### src/rtl/rng_game_core_pkg.sv
// Shared definitions for the random-number game: state encoding, the "no player"
// id and width helpers also used by the display mux and the UART message selector.
package rng_game_core_pkg;

    typedef enum logic [1:0] {
        ST_IDLE    = 2'd0,
        ST_TURN    = 2'd1,
        ST_COMPARE = 2'd2,
        ST_DONE    = 2'd3
    } game_state_t;

    localparam int unsigned PLAYER_NONE = 0;

    // Bits needed for a player id 0..num_players, where 0 means nobody.
    function automatic int unsigned pid_width(input int unsigned num_players);
        return $clog2(num_players + 1);
    endfunction

    // Bits needed for a round-win count 0..rounds_to_win.
    function automatic int unsigned rounds_width(input int unsigned rounds_to_win);
        return $clog2(rounds_to_win + 1);
    endfunction

endpackage

### src/rtl/rng_argmax.sv
// Combinational unique-maximum finder: max_id_c is the 1-based id of the single
// holder of the largest value, or 0 when the maximum is shared.
module rng_argmax
    import rng_game_core_pkg::*;
#(
    parameter  int unsigned NUM_PLAYERS = 2,
    parameter  int unsigned RAND_W      = 8,
    localparam int unsigned PID_W       = pid_width(NUM_PLAYERS)
) (
    input  logic [NUM_PLAYERS*RAND_W-1:0] nums,
    output logic [PID_W-1:0]              max_id_c,
    output logic                          tie_c
);

    logic [RAND_W-1:0] max_v;
    logic [PID_W-1:0]  hits;

    always_comb begin
        max_v    = '0;
        hits     = '0;
        max_id_c = PID_W'(PLAYER_NONE);
        for (int i = 0; i < int'(NUM_PLAYERS); i++) begin
            if (nums[i*RAND_W +: RAND_W] > max_v) begin
                max_v = nums[i*RAND_W +: RAND_W];
            end
        end
        // A second pass counts holders of the maximum; more than one is a tie.
        for (int i = 0; i < int'(NUM_PLAYERS); i++) begin
            if (nums[i*RAND_W +: RAND_W] == max_v) begin
                hits     = hits + PID_W'(1);
                max_id_c = PID_W'(i + 1);
            end
        end
        tie_c = (hits > PID_W'(1));
        if (tie_c) begin
            max_id_c = PID_W'(PLAYER_NONE);
        end
    end

endmodule

### src/rtl/rng_game_core.sv
// N-player random-number game controller: players latch the LFSR in turn, the
// unique highest value wins the round, first to ROUNDS_TO_WIN wins the game.
module rng_game_core
    import rng_game_core_pkg::*;
#(
    parameter  int unsigned NUM_PLAYERS   = 2,
    parameter  int unsigned RAND_W        = 8,
    parameter  int unsigned ROUNDS_TO_WIN = 3,
    localparam int unsigned PID_W         = pid_width(NUM_PLAYERS),
    localparam int unsigned RW            = rounds_width(ROUNDS_TO_WIN)
) (
    input  logic                          clk,
    input  logic                          reset_n,
    input  logic                          start,
    input  logic [NUM_PLAYERS-1:0]        press,
    input  logic [RAND_W-1:0]             rand_value,
    output logic [NUM_PLAYERS*RAND_W-1:0] nums,
    output logic [NUM_PLAYERS*RW-1:0]     rounds,
    output logic [PID_W-1:0]              turn,
    output logic [PID_W-1:0]              round_winner,
    output logic [PID_W-1:0]              winner,
    output logic                          round_tick,
    output logic                          win_tick
);

    game_state_t                   state_q, state_d;
    logic [NUM_PLAYERS*RAND_W-1:0] nums_d;
    logic [NUM_PLAYERS*RW-1:0]     rounds_d;
    logic [PID_W-1:0]              turn_d, round_winner_d, winner_d;
    logic                          round_tick_d, win_tick_d;
    logic [PID_W-1:0]              max_id_c;
    logic                          tie_c;
    logic                          press_hit_c;
    logic [RW-1:0]                 win_count_c;

    rng_argmax #(
        .NUM_PLAYERS (NUM_PLAYERS),
        .RAND_W      (RAND_W)
    ) u_argmax (
        .nums     (nums),
        .max_id_c (max_id_c),
        .tie_c    (tie_c)
    );

    // State and output registers.
    always_ff @(posedge clk or negedge reset_n) begin
        if (!reset_n) begin
            state_q      <= ST_IDLE;
            nums         <= '0;
            rounds       <= '0;
            turn         <= '0;
            round_winner <= '0;
            winner       <= '0;
            round_tick   <= 1'b0;
            win_tick     <= 1'b0;
        end else begin
            state_q      <= state_d;
            nums         <= nums_d;
            rounds       <= rounds_d;
            turn         <= turn_d;
            round_winner <= round_winner_d;
            winner       <= winner_d;
            round_tick   <= round_tick_d;
            win_tick     <= win_tick_d;
        end
    end

    // Next-state and next-output logic.
    always_comb begin
        state_d        = state_q;
        nums_d         = nums;
        rounds_d       = rounds;
        turn_d         = turn;
        round_winner_d = round_winner;
        winner_d       = winner;
        round_tick_d   = 1'b0;
        win_tick_d     = 1'b0;
        press_hit_c    = 1'b0;
        win_count_c    = '0;

        case (state_q)
            ST_IDLE, ST_DONE: begin
                if (start) begin
                    state_d        = ST_TURN;
                    nums_d         = '0;
                    rounds_d       = '0;
                    round_winner_d = PID_W'(PLAYER_NONE);
                    winner_d       = PID_W'(PLAYER_NONE);
                    turn_d         = PID_W'(1);
                end
            end

            ST_TURN: begin
                // Only the current player's button bit is looked at.
                for (int i = 0; i < int'(NUM_PLAYERS); i++) begin
                    if (turn == PID_W'(i + 1) && press[i]) begin
                        press_hit_c                = 1'b1;
                        nums_d[i*RAND_W +: RAND_W] = rand_value;
                    end
                end
                if (press_hit_c) begin
                    if (turn == PID_W'(NUM_PLAYERS)) begin
                        state_d      = ST_COMPARE;
                        turn_d       = '0;
                        round_tick_d = 1'b1;
                    end else begin
                        turn_d = turn + PID_W'(1);
                    end
                end
            end

            ST_COMPARE: begin
                round_winner_d = tie_c ? PID_W'(PLAYER_NONE) : max_id_c;
                state_d        = ST_TURN;
                turn_d         = PID_W'(1);
                if (!tie_c && max_id_c != PID_W'(PLAYER_NONE)) begin
                    for (int i = 0; i < int'(NUM_PLAYERS); i++) begin
                        if (max_id_c == PID_W'(i + 1)) begin
                            win_count_c = rounds[i*RW +: RW];
                            if (win_count_c < RW'(ROUNDS_TO_WIN)) begin
                                win_count_c = win_count_c + RW'(1);
                            end
                            rounds_d[i*RW +: RW] = win_count_c;
                        end
                    end
                    if (win_count_c == RW'(ROUNDS_TO_WIN)) begin
                        state_d    = ST_DONE;
                        winner_d   = max_id_c;
                        win_tick_d = 1'b1;
                        turn_d     = '0;
                    end
                end
            end

            default: begin
                state_d = ST_IDLE;
            end
        endcase
    end

endmodule

### config.mk
export PLATFORM = sky130hd
export DESIGN_NAME = rng_game_core
export DESIGN_NICKNAME = d
export VERILOG_FILES = /design/src/rtl/rng_game_core_pkg.sv /design/src/rtl/rng_argmax.sv /design/src/rtl/rng_game_core.sv
export SDC_FILE = /design/constraint.sdc
export NUM_CORES = 1
export LEC_CHECK = 0
export BUFFER_PORTS_ARGS = -buffer_cell sky130_fd_sc_hd__buf_2
export CORE_MARGIN = 4
export CORE_UTILIZATION = 40
export DETAILED_ROUTE_END_ITERATION = 7
export GPL_ROUTABILITY_DRIVEN = 1
export PLACE_DENSITY = 0.76
export SLEW_MARGIN = 20
export SYNTH_ARGS = -nofsm -noshare
export SYNTH_HDL_FRONTEND = slang
export SYNTH_SLANG_ARGS = --single-unit
### constraint.sdc
create_clock -name clk -period 2.3 [get_ports clk]
set_clock_uncertainty 0.05 [all_clocks]
set_input_delay 0.115 -clock clk [delete_from_list [all_inputs] [get_ports clk]]
set_output_delay 0.115 -clock clk [all_outputs]
set_load 0.01 [all_outputs]
==> impl_metrics.yaml, run 1 <==
placement:
  place.gp.congestion: 0.873
  port_buffers: 40
  place_inst: 288
  place_hpwl_um: 3130
global_routing:
  grt_pass1_vias: 1507
  grt.overflow.total: 0
  antenna_found_initial: 0
  grt_max_degree: 31
  grt_pass1_wl_um: 6950
  gr-usage-all-layers: 0.169
timing:
  worst_slew_pin_slew_ns: 0.689
  hold_viol_final: 0
  clock.fmax_mhz: 411
  rsz0062_at_grt: "true"
  tns_ns: -0.448
  setup_viol: 7
  period_share: 1.06
  slew_viol_final: 0
  hold_slack_ns: 0.0458
  setup_slack_ns: -0.135
  relSlewSlack: 0.540
  fin_crit_ns: 2.44
cts:
  cts_sinks: 30
  cts_inserted_buffers: 5
  clk_latency_ns: 0.28
  clk_path_buf_depth: 2
  cts_max_level: 2
  clkTransAtPathRegs_ns: 0.06
  cts_tree: "done"
  root_buffer: "clkbuf_8"
floorplan:
  start_util: 0.425
  ios: 41
  rows: 23
  dieArea_sq_um: 5460
  die_w_um: 73.9
  coreArea_sq_um: 4090
  die_h_um: 73.9
cells_and_area:
  drive_gt1_frac: 0.391
  diodes: 0
  final_common_cell: "buf_2"
  nNetsFinal: 275
  mostFrequentLayoutCells: "buf_2 (40), nand2_1 (34), dfrtp_1 (30), buf_4 (19), o21ai_0 (13)"
  multi_input_area_sq_um: 1050
  final_util: 0.579
  seq_area_sq_um: 751
  fin_cells: 298
  nFillCells: 368
  area_growth_pct: 36.2
route:
  totalWireLength_um: 4390
  first_pass_iters: 4
  vias_per_cell: 5.31
  wl_met1_um: 1840
  met3_length_um: 226
  ant_nets: 0
  top_layer: "met4"
  route.vias.total: 1582
  drc_errors: 0
  dr_wl_met2_um: 2240
  post_drt_wl_per_cell_um: 14.7
  drt_first_iter_violations: 97
yosys:
  syn-cell-area_sq_um: 1740
  synth_nets: 215
  synthDominantCellAreaShare: 0.432
  synth_xor_area_frac: 0.0403
  synth_sequential_area_ratio: 0.432
  yosys.area_share.adder: 0.108
  yosysTopAreaCell: "dfrtp_1"
  synthTopCellsByArea: "dfrtp_1 (43%), ha_1 (11%), nand2_1 (7.6%), o21ai_0 (4.6%), xor2_1 (4.0%)"
  avgSynthCellArea_sq_um: 9.29
  synth_cell_type_count: 39
  synth_top_family_by_area: "compound AO/OA/AOI/OAI gates"
  synth_mux_area_frac: 0.0187
  synth-simple-area-share: 0.169
  ys_warn_count: 0
  synth-compound-area-share: 0.173
  synth_seq_cells: 30
  synthCells: 187
outcome:
  violations: "negative setup slack"
  status: "finished, violations left"
min_path:
  min_to: "nums[4]$_DFFE_PN0P_"
  min_from: "rand_value[4]"
  hold_path_class: "primary input to flop"
  hold_depth: 3
setup_path:
  critPathCaptureType: "flop"
  slowest_stage: "dfrtp_1"
  crit_arrival_ns: 2.58
  r2r_start: "nums[13]$_DFFE_PN0P_"
  crit_chain: "ha_4 -> nand4_1 -> o211ai_1 -> o21ai_2 -> or3_4 -> ha_4 -> nand3b_1 -> a21o_4 -> nand2_2 -> a32oi_2"
  rr_endpoint: "turn[0]$_DFFE_PN0P_"
  start_kind: "flop"
  r2r_slack_ns: -0.14
  reg2reg_depth: 10
  cpPeakStageDelay_ns: 0.42
  required_ns: 2.45
  crit_top_cell: "ha_4"
  path_max_fanout: 6
  critical_path_class: "flop to flop"
run:
  max_cap_violations: 0
==> final cells by class <==
cell class / instances / share of cell area
clock buffer: 6 / 0.0349
clock inverter: 2 / 0.00529
inverter: 15 / 0.0238
multi-input combinational: 135 / 0.443
sequential: 30 / 0.317
tap: 50 / 0.0265
timing repair buffer: 60 / 0.149
==> what timing repair did <==
action	CTS	global route
hold buffers	1	0
pin swaps	3	9
endpoints found under the hold margin	30	0
setup buffers	1	0
endpoints found under the setup margin	7	10
resized for setup	7	18
gates cloned	0	0
==> stage by stage <==
| step | setup slack (ns) | instance area, sq um |
|---|---|---|
| final | -0.135 | 2360 |
| after global routing | -0.202 | 2360 |
| after CTS | -0.108 | 2270 |
| after detailed placement | -0.110 | 2110 |
| after global placement | -0.0434 | 2110 |
| after floorplan | 0.00637 | 1760 |
==> registers in the layout, indices dropped and copies added, names as in the netlist <==
name / cells
nums: 16
round_tick: 1
round_winner: 2
rounds: 4
state_q: 2
turn: 2
win_tick: 1
winner: 2
==> Yosys cell counts (all sizes together) <==
| library cell | count |
|---|---|
| nand2 | 35 |
| dfrtp | 30 |
| o21ai | 22 |
| ha | 15 |
| inv | 15 |
| nor2 | 10 |
| xor2 | 8 |
| a21oi | 6 |
| buf | 6 |
| a21o | 5 |
| nand3 | 4 |
| o211ai | 3 |
| a31oi | 2 |
| a32oi | 2 |
| mux2i | 2 |
| nand3b | 2 |
| nand4 | 2 |
| nor2b | 2 |
| nor4 | 2 |
| o311ai | 2 |
| a211oi | 1 |
| a21boi | 1 |
| a22o | 1 |
| and2 | 1 |
| clkbuf | 1 |
| nand2b | 1 |
| nand4b | 1 |
| nor3 | 1 |
| o2111a | 1 |
| o21a | 1 |
| o41ai | 1 |
| or3 | 1 |
==> critical path: cells and delay by family, from the launching register on <==
kind	cells	cell delay, ns
flip-flops	1	0.42
adder cells (fa/ha/maj)	2	0.46
AND/OR/NAND/NOR	4	0.69
AO/OA/AOI/OAI	4	0.73
==> routing by layer <==
metal / vias up / global-route usage
met5: - / 0
met4: 0 / 0.0664
met3: 11 / 0.0479
met2: 37 / 0.281
met1: 770 / 0.207
li1: 764 / -
==> how the worst max path moves through the flow <==
stage	start	to	cells after the start	slack, ns
2_1_floorplan	nums[1]$_DFFE_PN0P_	winner[1]$_DFFE_PN0P_	10	0.006
3_3_place_gp	nums[13]$_DFFE_PN0P_	turn[0]$_DFFE_PN0P_	10	-0.04
3_5_place_dp	nums[13]$_DFFE_PN0P_	turn[0]$_DFFE_PN0P_	10	-0.11
4_1_cts	nums[15]$_DFFE_PN0P_	turn[0]$_DFFE_PN0P_	10	-0.11
5_1_grt	nums[6]$_DFFE_PN0P_	turn[0]$_DFFE_PN0P_	11	-0.20
6_report	nums[13]$_DFFE_PN0P_	turn[0]$_DFFE_PN0P_	10	-0.14
==> cell families (layout without fill, tap and decap cells) <==
family          after synthesis  after routing
mux                           2              2
compound gates               48             48
buf+inv                      22             83
xor+xnor                      8              8
fa+ha+maj                    15             15
simple gates                 62             62
flops                        30             30
Power of run 1 is not shown: default switching activity piles up to over one toggle a cycle in this logic, so the estimate is an artifact.
==> run 2: changes to the inputs <==
--- a/config.mk
+++ b/config.mk
@@ -5,12 +5,13 @@
 export SDC_FILE = /design/constraint.sdc
 export NUM_CORES = 1
 export LEC_CHECK = 0
+export ABC_AREA = 1
 export BUFFER_PORTS_ARGS = -buffer_cell sky130_fd_sc_hd__buf_2
 export CORE_MARGIN = 4
 export CORE_UTILIZATION = 40
 export DETAILED_ROUTE_END_ITERATION = 7
 export GPL_ROUTABILITY_DRIVEN = 1
-export PLACE_DENSITY = 0.76
+export PLACE_DENSITY = 0.75
 export SLEW_MARGIN = 20
 export SYNTH_ARGS = -nofsm -noshare
 export SYNTH_HDL_FRONTEND = slang
==> run 2 against run 1 <==
The flow still finishes with violations (negative setup slack). Final cell count grew 43%. Die area rose by 14%. Register-to-register slack worse by 0.51 ns. Worst hold slack better by 0.021 ns. Largest cell class unchanged. Core utilization is 6.7 points higher. Flip-flop and latch count unchanged. Maximum frequency is 17% lower. Non-clock buffer count rose by 24.
==> impl_metrics.yaml, run 2 <==
setup_path:
  crit_top_cell: "nand2_2"
  r2r_start: "nums[1]$_DFFE_PN0P_"
  critPathLaunch: "nums[1]$_DFFE_PN0P_"
  crit_arrival_ns: 3.11
  cp_top_family: "simple AND/OR/NAND/NOR gates"
  rr_endpoint: "state_q[1]$_DFFE_PN0P_"
  crit_chain: "inv_2 -> ha_4 -> nand2_2 -> nand2_2 -> nand2_2 -> nand2_2 -> nand2_2 -> nand2_4 -> buf_12 -> nand2_8 -> nand3_2 -> nand2_2 -> nor2_4 -> nand2_4 -> nor2_4 -> ha_4 -> a21oi_2 -> a211o_1 -> nor2_2 -> o211ai_1 -> o21ai_1"
  critPathCaptureType: "flop"
  r2r_slack_ns: -0.65
  reg2reg_depth: 21
  cp.depth: 21
  critical_path_class: "flop to flop"
  cpPeakStageDelay_ns: 0.38
  critPathBufInv: 2
  start_kind: "flop"
  required_ns: 2.46
  slowest_stage: "dfrtp_2"
  path_max_fanout: 8
min_path:
  hold_depth: 3
  min_to: "nums[3]$_DFFE_PN0P_"
  hold_path_class: "primary input to flop"
  min_from: "rand_value[3]"
cells_and_area:
  area_growth_pct: 54.2
  largest_reg_flops: 16
  fin_cells: 427
  mostFrequentLayoutCells: "nand2_1 (50), buf_2 (40), buf_4 (39), inv_1 (34), o21ai_0 (25)"
  drive_gt1_frac: 0.497
  diodes: 0
  largestRegisters: "nums (16), rounds (4)"
  regMostFlops: "nums"
  final_common_cell: "nand2_1"
  nNetsFinal: 387
cts:
  cts_sinks: 30
  cts_tree: "done"
  clk_path_buf_depth: 2
  cts_inserted_buffers: 5
  clk_latency_ns: 0.28
  clkTransAtPathRegs_ns: 0.07
  root_buffer: "clkbuf_8"
  cts_max_level: 2
global_routing:
  antenna_found_initial: 0
  grt_pass1_wl_um: 10100
  grt_pass1_vias: 2184
  gr-usage-all-layers: 0.202
  grt.overflow.total: 0
  grt_max_degree: 31
yosys:
  synth_cell_type_count: 27
  ys_warn_count: 0
  synthDominantCellAreaShare: 0.372
  synthCells: 275
  synthTopCellsByArea: "dfrtp_1 (37%), nand2_1 (13%), ha_1 (9.3%), inv_1 (7.8%), o21ai_0 (7.7%)"
  avgSynthCellArea_sq_um: 7.33
  synth_most_common_cell: "nand2_1"
  synth-edff-count: 0
  synth_ff_type: "dfrtp_1"
  synth_sequential_area_ratio: 0.372
  synthTopCellsByCount: "nand2_1 (70), inv_1 (42), o21ai_0 (31)"
  async_flop_share: 1.00
  yosysTopAreaCell: "dfrtp_1"
  syn-cell-area_sq_um: 2020
  synth_seq_cells: 30
  synth_nets: 303
timing:
  setup_slack_ns: -0.647
  setup_viol: 11
  clock.fmax_mhz: 339
  fin_crit_ns: 2.95
  worst_slew_pin_slew_ns: 0.697
  hold_viol_final: 0
  relSlewSlack: 0.535
  slew_viol_final: 0
  tns_ns: -5.65
  period_share: 1.28
  rsz0062_at_grt: "true"
floorplan:
  die_w_um: 79.0
  dieArea_sq_um: 6240
  die_h_um: 79.0
  ios: 41
  rows: 25
  start_util: 0.419
  coreArea_sq_um: 4820
route:
  dr_wl_met2_um: 3340
  met3_length_um: 298
  vias_per_cell: 5.37
  post_drt_wl_per_cell_um: 15.5
  first_pass_iters: 5
  drt_first_iter_violations: 157
  wl_met1_um: 2810
  totalWireLength_um: 6640
  route.vias.total: 2295
  top_layer: "met4"
  ant_nets: 0
  drc_errors: 0
placement:
  place_inst: 408
  place_hpwl_um: 4140
  place.gp.congestion: 0.857
  port_buffers: 40
  dp_slack_ns: -0.511
outcome:
  violations: "negative setup slack"
  status: "finished, violations left"
run:
  max_cap_violations: 0
[run 2: routing by layer]
layer,global-route usage,vias to the layer above
li1,-,1069
met1,0.257,1125
met2,0.353,83
met3,0.0385,18
met4,0.0498,0
met5,0,-
[run 2: how the worst max path moves through the flow]
stage                             end  slack [ns]
2_1_floorplan   winner[0]$_DFFE_PN0P_       -0.34
3_3_place_gp    winner[0]$_DFFE_PN0P_       -0.47
3_5_place_dp   state_q[1]$_DFFE_PN0P_       -0.51
4_1_cts         winner[0]$_DFFE_PN0P_       -0.49
5_1_grt         rounds[2]$_DFFE_PN0P_       -0.80
6_report       state_q[1]$_DFFE_PN0P_       -0.65
[run 2: layout make-up]
class	instances	area (sq um)
fillers	408	1710
multi-input cells	194	1420
flip-flops and latches	30	768
repair buffers	84	582
inverters	44	168
clock buffers	7	86.3
well taps	67	83.8
clock inverters	1	5.00
[run 2: cell families after synthesis]
group           Yosys count  share of synthesized area
buf+inv                  52                      0.105
compound gates           46                      0.123
simple gates            132                      0.307
flops                    30                      0.372
fa+ha+maj                15                     0.0931
[run 2: repair_timing]
action / 4_1_cts / 5_1_grt
cloned: 2 / 0
endpoints found under the hold margin: 30 / 0
setup endpoints to repair: 11 / 11
gates resized for setup: 23 / 42
pin swaps: 23 / 30
hold buffers: 1 / 0
setup buffers: 7 / 2
[run 2: stage by stage]
step / hold WS, ns / util / area [sq um]
after floorplan: -0.231 / - / 2140
after global placement: 0.142 / 0.547 / 2640
after detailed placement: 0.152 / 0.547 / 2640
after CTS: 0.0677 / 0.610 / 2940
after global routing: 0.0865 / 0.645 / 3110
final: 0.0666 / 0.645 / 3110
[run 2: worst reg2reg max path, delay by kind of cell, from the launching register on]
kind	cells	cell delay, ns
simple gates	13	1.24
fa+ha+maj	2	0.45
buf+inv	2	0.21
flops	1	0.38
compound gates	4	0.56
Power of run 2 is left out for the same reason.
==> run 3: changes to the inputs <==
--- a/config.mk
+++ b/config.mk
@@ -5,13 +5,12 @@
 export SDC_FILE = /design/constraint.sdc
 export NUM_CORES = 1
 export LEC_CHECK = 0
-export ABC_AREA = 1
-export BUFFER_PORTS_ARGS = -buffer_cell sky130_fd_sc_hd__buf_2
+export BUFFER_PORTS_ARGS = -buffer_cell sky130_fd_sc_hd__buf_4
 export CORE_MARGIN = 4
 export CORE_UTILIZATION = 40
 export DETAILED_ROUTE_END_ITERATION = 7
 export GPL_ROUTABILITY_DRIVEN = 1
-export PLACE_DENSITY = 0.75
+export PLACE_DENSITY = 0.76
 export SLEW_MARGIN = 20
 export SYNTH_ARGS = -nofsm -noshare
 export SYNTH_HDL_FRONTEND = slang
==> run 3 against run 2 <==
Worst hold slack got worse by 0.0028 ns. Largest cell class unchanged. The run still ends with negative setup slack left. Highest routed layer unchanged. Via count decreased by 33%. Die area is 13% lower. Register-to-register slack improved by 0.47 ns.
==> impl_metrics.yaml, run 3 (same netlist as run 1, synthesis figures left out) <==
outcome:
  status: "finished, violations left"
  violations: "negative setup slack"
placement:
  place_hpwl_um: 3140
  place.gp.congestion: 0.880
  dp_slack_ns: -0.130
  port_buffers: 40
  postPlaceCellArea_sq_um: 2210
timing:
  worst_slew_pin_slew_ns: 0.502
  hold_slack_ns: 0.0638
  fin_crit_ns: 2.47
  relSlewSlack: 0.665
  setup_viol: 10
  period_share: 1.07
  setup_slack_ns: -0.172
  slew_viol_final: 0
  hold_viol_final: 0
  tns_ns: -0.906
  rsz0062_at_grt: "true"
  clock.fmax_mhz: 404
route:
  totalWireLength_um: 4320
  post_drt_wl_per_cell_um: 14.6
  ant_nets: 0
  drc_errors: 0
  vias_per_cell: 5.16
  first_pass_iters: 4
  route.vias.total: 1527
  drt_first_iter_violations: 100
setup_path:
  critical_path_class: "flop to flop"
  critPathCaptureType: "flop"
  required_ns: 2.44
  path_max_fanout: 6
  critPathLaunch: "nums[12]$_DFFE_PN0P_"
  crit_arrival_ns: 2.62
  r2r_start: "nums[12]$_DFFE_PN0P_"
  start_kind: "flop"
cells_and_area:
  drive_gt1_frac: 0.382
  area_growth_pct: 40.6
  regMostFlops: "nums"
  final_common_cell: "buf_4"
  final_area_sq_um: 2440
  largest_reg_flops: 16
  diodes: 0
  largestRegisters: "nums (16), rounds (4)"
  nFillCells: 365
  mostFrequentLayoutCells: "buf_4 (59), nand2_1 (35), dfrtp_1 (30), o21ai_0 (13), inv_1 (12)"
  nNetsFinal: 275
cts:
  clkTransAtPathRegs_ns: 0.06
  cts_tree: "done"
  clk_path_buf_depth: 2
  clk_latency_ns: 0.28
  cts_max_level: 2
  root_buffer: "clkbuf_8"
  cts_sinks: 30
  cts_inserted_buffers: 5
floorplan:
  dieArea_sq_um: 5460
  die_h_um: 73.9
  rows: 23
  coreArea_sq_um: 4090
  ios: 41
  start_util: 0.425
  die_w_um: 73.9
power:
  total_power_mw: 4.42
  ir_worst_vdd_mv: 1.11
  power.density_nw_per_um2: 1810
  p_leak_nw: 1.23
global_routing:
  antenna_found_initial: 0
  grt.overflow.total: 0
  grt_max_degree: 31
  grt_pass1_vias: 1471
  gr-usage-met3: 0.0465
  grt_pass1_wl_um: 6690
  grt.busiest_layer: "met2"
  grt_use_met1: 0.206
  use_met2: 0.260
  gr-usage-all-layers: 0.160
min_path:
  min_from: "rand_value[2]"
  hold_path_class: "primary input to flop"
run:
  max_cap_violations: 0
==> run 3: cell types whose count changed in the layout (fill, tap and decap cells not counted), moves of 11 or more <==
cell / change
buf_2: -40
inv_1: -22
buf_4: +20
nand2_2: -16
nand2_1: -15
dfrtp_1: +14
dfrtp_2: -14
nand4_1: -14
o21ai_0: -12
nand3_2: -11
==> run 3: repair_timing <==
item / in CTS / in global routing
resized for setup: 7 / 16
hold buffers: 1 / 0
endpoints found under the hold margin: 30 / 0
pin swaps: 8 / 6
endpoints found under the setup margin: 7 / 10
buffers inserted: 1 / 0
==> run 3: final timing paths <==
path | end | slack [ns] | cells after the start
min in group asynchronous | nums[11]$_DFFE_PN0P_ | 0.25 | 2
worst min-delay path | nums[2]$_DFFE_PN0P_ | 0.06 | 3
worst max-delay path | turn[0]$_DFFE_PN0P_ | -0.17 | 10
worst max register to register | turn[0]$_DFFE_PN0P_ | -0.17 | 10
max in group asynchronous | winner[1]$_DFFE_PN0P_ | 1.66 | 2
worst min register to register | round_winner[1]$_DFFE_PN0P_ | 0.45 | 2
==> run 3: routing by layer <==
layer / routed length, um / vias to the layer above
met2: 2020 / 37
met1: 1960 / 729
met4: 57 / 0
li1: - / 754
met5: 0 / -
met3: 280 / 7
==> run 3: through the flow <==
step                 util  instances
floorplan               -        187
global placement    0.541        288
detailed placement  0.541        288
CTS                 0.574        296
global route        0.597        296
finish              0.597        296
==> run 3: critical path: stages (launching register included) <==
cell and delay (ns):
dfrtp_1 0.40, ha_1 0.29, nand4_1 0.17, o211ai_1 0.19
o21ai_2 0.15, or3_4 0.40, ha_2 0.19, nand3b_1 0.10
a21o_4 0.18, nand2_1 0.06, a32oi_1 0.20
==> run 3: layout make-up <==
class | count | area, sq um | share of cell area
multi-input combinational | 135 | 1040 | 0.424
sequential | 30 | 751 | 0.308
timing repair buffer | 60 | 453 | 0.186
clock buffer | 6 | 82.6 | 0.0338
tap | 50 | 62.6 | 0.0256
inverter | 15 | 56.3 | 0.0231
==> run 3: power breakdown <==
part	switching, mW	internal, mW	leakage, nW
logic	1.67	1.45	0.784
registers	0.183	0.715	0.400
clock network	0.178	0.230	0.0431
total	2.03	2.39	1.23
Note: power is estimated with default switching activity, not from simulation.
